--- src/rtl/text_cursor_writer.sv ---
// text_cursor_writer: takes a byte stream over valid/ready and drives the
// character-plane write port. It keeps the text cursor and can sweep-clear
// the text area.
// Optional build macro STATUS_ECHO_EN: when it is defined, each printable
// byte is also written to the status cell in the following cycle.
module text_cursor_writer #(
  parameter int unsigned COLS      = 20,
  parameter int unsigned TEXT_ROWS = 6,
  parameter logic [7:0]  CLR_CODE  = 8'hFF
) (
  input  logic       clk,
  input  logic       reset,
  input  logic [7:0] in_data,
  input  logic       in_valid,
  output logic       in_ready,
  output logic       we,
  output logic [7:0] wdata,
  output logic [3:0] wrow,
  output logic [5:0] wcol,
  output logic       sel_status,
  output logic [3:0] cur_row,
  output logic [5:0] cur_col,
  output logic       busy
);

  localparam logic [5:0] LAST_COL = 6'(COLS - 1);
  localparam logic [3:0] LAST_ROW = 4'(TEXT_ROWS - 1);

  localparam logic [7:0] CH_BS  = 8'h08;
  localparam logic [7:0] CH_LF  = 8'h0A;
  localparam logic [7:0] CH_CR  = 8'h0D;
  localparam logic [7:0] CH_ESC = 8'h1B;

`ifdef STATUS_ECHO_EN
  typedef enum logic [1:0] {IDLE, CLEAR, ECHO} state_t;
`else
  typedef enum logic [1:0] {IDLE, CLEAR} state_t;
`endif

  typedef struct packed {
    logic [3:0] row;
    logic [5:0] col;
  } cell_t;

  state_t     state_q, state_d;
  logic       we_q, we_d;
  logic [7:0] wdata_q, wdata_d;
  logic [3:0] wrow_q, wrow_d;
  logic [5:0] wcol_q, wcol_d;
  logic       sel_status_q, sel_status_d;
  cell_t      cur_q, cur_d;
  cell_t      clr_q, clr_d;

  // Next cell in row-major order, wrapping from the last text cell to (0,0).
  function automatic cell_t adv_cell(input cell_t c);
    cell_t n;
    n = c;
    if (c.col == LAST_COL) begin
      n.col = '0;
      n.row = (c.row == LAST_ROW) ? '0 : c.row + 4'd1;
    end else begin
      n.col = c.col + 6'd1;
    end
    return n;
  endfunction

  // Previous cell in row-major order, pinned at (0,0).
  function automatic cell_t back_cell(input cell_t c);
    cell_t n;
    n = c;
    if (c.col != '0) begin
      n.col = c.col - 6'd1;
    end else if (c.row != '0) begin
      n.row = c.row - 4'd1;
      n.col = LAST_COL;
    end
    return n;
  endfunction

  // Start of the next line, wrapping past the last text row.
  function automatic cell_t line_feed(input cell_t c);
    cell_t n;
    n.col = '0;
    n.row = (c.row == LAST_ROW) ? '0 : c.row + 4'd1;
    return n;
  endfunction

  function automatic logic is_printable(input logic [7:0] b);
    return (b >= 8'h20) && (b <= 8'h7E);
  endfunction

  // State and output registers; reset aborts any sweep in progress.
  always_ff @(posedge clk) begin
    if (reset) begin
      state_q      <= IDLE;
      we_q         <= 1'b0;
      wdata_q      <= '0;
      wrow_q       <= '0;
      wcol_q       <= '0;
      sel_status_q <= 1'b0;
      cur_q        <= '0;
      clr_q        <= '0;
    end else begin
      state_q      <= state_d;
      we_q         <= we_d;
      wdata_q      <= wdata_d;
      wrow_q       <= wrow_d;
      wcol_q       <= wcol_d;
      sel_status_q <= sel_status_d;
      cur_q        <= cur_d;
      clr_q        <= clr_d;
    end
  end

  // Byte decode, clear sweep and status echo; the write fields hold when idle.
  always_comb begin
    state_d      = state_q;
    we_d         = 1'b0;
    sel_status_d = 1'b0;
    wdata_d      = wdata_q;
    wrow_d       = wrow_q;
    wcol_d       = wcol_q;
    cur_d        = cur_q;
    clr_d        = clr_q;

    unique case (state_q)
      IDLE: begin
        if (in_valid) begin
          if (is_printable(in_data)) begin
            we_d    = 1'b1;
            wdata_d = in_data;
            wrow_d  = cur_q.row;
            wcol_d  = cur_q.col;
            cur_d   = adv_cell(cur_q);
`ifdef STATUS_ECHO_EN
            state_d = ECHO;
`endif
          end else if ((in_data == CH_LF) || (in_data == CH_CR)) begin
            cur_d = line_feed(cur_q);
          end else if (in_data == CH_BS) begin
            cur_d   = back_cell(cur_q);
            we_d    = 1'b1;
            wdata_d = CLR_CODE;
            wrow_d  = back_cell(cur_q).row;
            wcol_d  = back_cell(cur_q).col;
          end else if (in_data == CH_ESC) begin
            // Cell (0,0) is written on the accepting edge; the sweep pointer
            // then walks the remaining cells and wraps back to (0,0) at the end.
            state_d = CLEAR;
            we_d    = 1'b1;
            wdata_d = CLR_CODE;
            wrow_d  = '0;
            wcol_d  = '0;
            cur_d   = '0;
            clr_d   = adv_cell('0);
          end
        end
      end
      CLEAR: begin
        if (clr_q == '0) begin
          state_d = IDLE;
        end else begin
          we_d    = 1'b1;
          wdata_d = CLR_CODE;
          wrow_d  = clr_q.row;
          wcol_d  = clr_q.col;
          clr_d   = adv_cell(clr_q);
        end
      end
`ifdef STATUS_ECHO_EN
      ECHO: begin
        // wdata_q still holds the byte just written to the text plane.
        we_d         = 1'b1;
        sel_status_d = 1'b1;
        state_d      = IDLE;
      end
`endif
      default: state_d = IDLE;
    endcase
  end

  assign in_ready   = (state_q == IDLE);
  assign busy       = (state_q != IDLE);
  assign we         = we_q;
  assign wdata      = wdata_q;
  assign wrow       = wrow_q;
  assign wcol       = wcol_q;
  assign sel_status = sel_status_q;
  assign cur_row    = cur_q.row;
  assign cur_col    = cur_q.col;

endmodule

--- config.mk ---
export PLATFORM = sky130hd
export DESIGN_NAME = text_cursor_writer
export DESIGN_NICKNAME = d
export VERILOG_FILES = /design/src/rtl/text_cursor_writer.sv
export SDC_FILE = /design/constraint.sdc
export NUM_CORES = 1
export LEC_CHECK = 0
export BUFFER_PORTS_ARGS = -buffer_cell sky130_fd_sc_hd__buf_2
export CORE_UTILIZATION = 45
export CTS_CLUSTER_SIZE = 25
export DETAILED_ROUTE_END_ITERATION = 16
export GPL_TIMING_DRIVEN = 0
export HOLD_SLACK_MARGIN = 0.1
export PLACE_DENSITY = 0.68
export SLEW_MARGIN = 30
export SYNTH_ARGS = -nofsm -noshare
export SYNTH_HDL_FRONTEND = slang
export SYNTH_SLANG_ARGS = --single-unit
export TNS_END_PERCENT = 10
--- constraint.sdc ---
create_clock -name clk -period 2 [get_ports clk]
set_input_delay 0.4 -clock clk [delete_from_list [all_inputs] [get_ports clk]]
set_output_delay 0.4 -clock clk [all_outputs]
set_load 0.05 [all_outputs]
==> flow_metrics.tcl <==
set metrics [dict create \
    outcome "finished, violations left" \
    violations "setup timing" \
    cp_num_cells 8 \
    wl_microns 8540 \
    core-area_sq_um 5640 \
    cp-startpoint "cur_col[0]$_SDFFE_PP0P_" \
    cp_cell_sequence "clkbuf_16 > clkinv_4 > ha_4 > or4b_4 > or4_4 > a21oi_4 > o211ai_1 > a21oi_1" \
    vdd_drop_max_uv 277 \
    first_pass_iters 5 \
    fin_ws_ps -133 \
    drtIter0Drc 256 \
    hold_path.class "input pin to flop" \
    dpl.cell_count 437 \
    fillers 517 \
    fin_nets 400 \
    cp_data_required_time_ps 2240 \
    grt_first_pass_wirelength_microns 13600 \
    routedWlPerCell_microns 18.9 \
    holdBufCountCts 0 \
    synth.distinct_cells 70 \
    grtUsageTotal_pct 28.1 \
    ff_latch_area_sq_um 812 \
    dp_hpwl_microns 5820 \
    setup_violations 6 \
    cpLargestDelayFamily "simple AND/OR/NAND/NOR gates" \
    cts_num_sinks 40 \
    seqPwrFrac_pct 45.9 \
    pwr-share-clk_pct 33.8 \
    die_y_microns 79.2 \
    initial_core_util_pct 47.6 \
    netlist_area_sq_um 2690 \
    r2r-end "wrow[3]$_SDFFE_PP0P_" \
    ys.warnings.count 0 \
    num_vias 2944 \
    yosysSeqAreaShare_pct 29.8 \
    slew_headroom_pct 53.2 \
    clock_skew_ps 5.72 \
    multi_input_area_sq_um 1840 \
    period_share_pct 107 \
    cap_violations 0 \
    row_count 27 \
    rsz0062_at_grt "true" \
    areaGrowthSynthToFinish_pct 22.9 \
    place.gp.congestion 0.937 \
    cts_buffers 5 \
    synthesis.nets 346 \
    postLayoutCoreUtil_pct 58.5 \
    grt_max_degree 14 \
    cts_tree "done" \
    endpoint "wrow[3]$_SDFFE_PP0P_" \
    viasPerCell 6.53 \
    async_flop_share_pct 0 \
    pwr_density_cell_nw_per_um2 548 \
    diodes 0 \
    antenna_left 0 \
    layout_common_cells "buf_2 (45), dfxtp_1 (33), a21oi_1 (27)" \
    postSynthAreaPerCell_sq_um 8.29 \
    num_io_pins 43 \
    slowest_stage "or4_4" \
    clkLatencyLatePin_ps 310 \
    path_clk_slew_ps 80 \
    ctsHtreeMaxLevel 2 \
    first_global_vias 2674 \
    die_w_microns 79.2 \
    remaining_drc_errors 0 \
    tightestPinTransition_ps 701 \
    finalInstanceArea_sq_um 3300 \
    syn_inst 324 \
    period_minus_slack_ps 2130 \
    crit_path_max_fanout 6 \
    portBuffers 41 \
    crit_type "flop to flop" \
    r2r-start "cur_col[0]$_SDFFE_PP0P_" \
    reg2reg_depth 8 \
    max_stage_delay_ps 500 \
    p_comb_share_pct 20.4 \
    tns_ps -427 \
    dieArea_sq_um 6280 \
    drv_slew 0 \
    crit_path_end_kind "flop" \
    holdWs_ps 413 \
    root_buffer "clkbuf_8" \
    start_kind "flop" \
    synth_edf_count 0 \
    placed_area_sq_um 3020 \
    p_sw_mw 0.589 \
    dp_slack_ps -410 \
    p_leak_nw 1.25 \
    cp.arrival_ps 2370 \
    power_mw 1.81 \
    report.final.hold_viol_count 0 \
    fmax_mhz 469 \
    synth-main-ff-cell "dfxtp_1" \
    antenna_found_initial 0 \
    drive_gt1_share_pct 31.7 \
    p_int_mw 1.22 \
    synth-seq-cells 40 \
    crit_buf_inv 2 \
    reg2reg_slack_ps -130 \
    final_cells 451 \
    cts_buffer_depth 2 \
    layout_commonest_cell "buf_2" \
    p_sw_share_pct 32.5 \
    overflow 0 \
]
how the worst min path moves through the flow:
| stage | start | end | slack, ps | cells after the start |
|---|---|---|---|---|
| finish | in_data[3] | wdata[3]$_SDFFE_PP0P_ | 410 | 2 |
| global route | in_data[3] | wdata[3]$_SDFFE_PP0P_ | 420 | 2 |
| CTS | in_data[3] | wdata[3]$_SDFFE_PP0P_ | 410 | 2 |
| detailed placement | wcol[3]$_SDFFE_PP0P_ | wcol[3]$_SDFFE_PP0P_ | 480 | 2 |
| global placement | wcol[3]$_SDFFE_PP0P_ | wcol[3]$_SDFFE_PP0P_ | 460 | 2 |
| floorplan | clr_q[1]$_SDFFE_PP0P_ | clr_q[1]$_SDFFE_PP0P_ | 470 | 2 |
cell usage after synthesis (3+ instances only):
cell | instances | area [sq um]
a211oi_2 | 3 | 37.5
o221a_1 | 3 | 33.8
a32oi_1 | 5 | 43.8
a311oi_1 | 3 | 26.3
nor4_1 | 3 | 18.8
inv_1 | 15 | 56.3
o211ai_1 | 6 | 45.0
and3_1 | 5 | 31.3
ha_1 | 11 | 138
a31oi_1 | 5 | 31.3
clkbuf_1 | 16 | 60.1
buf_2 | 4 | 20.0
nand3_1 | 14 | 70.1
buf_4 | 3 | 22.5
a21oi_1 | 29 | 145
nand2_1 | 20 | 75.1
nor3b_1 | 3 | 22.5
nor3_1 | 9 | 45.0
o221a_2 | 5 | 56.3
nor2_1 | 15 | 56.3
nor2b_1 | 5 | 31.3
o32ai_1 | 5 | 43.8
dfxtp_1 | 40 | 801
or4_1 | 3 | 22.5
o2111ai_1 | 4 | 35.0
o21ai_0 | 18 | 90.1
o31ai_1 | 6 | 45.0
nand4_1 | 7 | 43.8
a211oi_1 | 8 | 60.1
kinds of logic after synthesis:
| group | after synthesis | share of synthesized area, % |
|---|---|---|
| AOI/OAI and AO/OA | 128 | 36.0 |
| adders and majority gates | 11 | 5.13 |
| buffers and inverters | 40 | 6.48 |
| DFF | 40 | 29.8 |
| muxes | 1 | 0.419 |
| other | 1 | 0.140 |
| and+or+nand+nor | 103 | 22.0 |
what timing repair did:
item                       in CTS  in global routing
resized for setup              18                 18
buffers inserted                3                  4
setup endpoints to repair      21                 24
pin swaps                       6                  5
power by group through the flow:
stage                     Sequential [mW]  Combinational, mW  Clock (mW)
after global routing                0.833              0.392       0.654
after global placement              0.847              0.325           0
final                               0.830              0.368       0.611
after CTS                           0.829              0.354       0.616
after detailed placement            0.848              0.328           0
after floorplan                     0.907              0.176           0
registers in the layout, indices dropped and copies added, names as in the netlist:
| name | flops |
|---|---|
| wcol | 6 |
| cur_col | 6 |
| cur_row | 4 |
| we | 1 |
| wrow | 4 |
| clr_q | 10 |
| state_q | 1 |
| wdata | 8 |
cell type report:
class,count,area share (%)
Multi-Input combinational cell,244,55.9
Sequential cell,40,24.6
Timing Repair Buffer,48,7.81
Buffer,23,4.09
Tap cell,72,2.73
Clock buffer,6,2.50
Inverter,16,1.97
Clock inverter,2,0.417
metal layers:
layer	global-route usage [%]	part of all wire, %	up-vias
li1	-	-	1366
met1	37.7	45	1409
met2	43.4	46	147
met3	4.83	7.3	22
met4	13.3	2.3	0
met5	0	0	-
No activity file was read; power rests on OpenSTA's default activity.
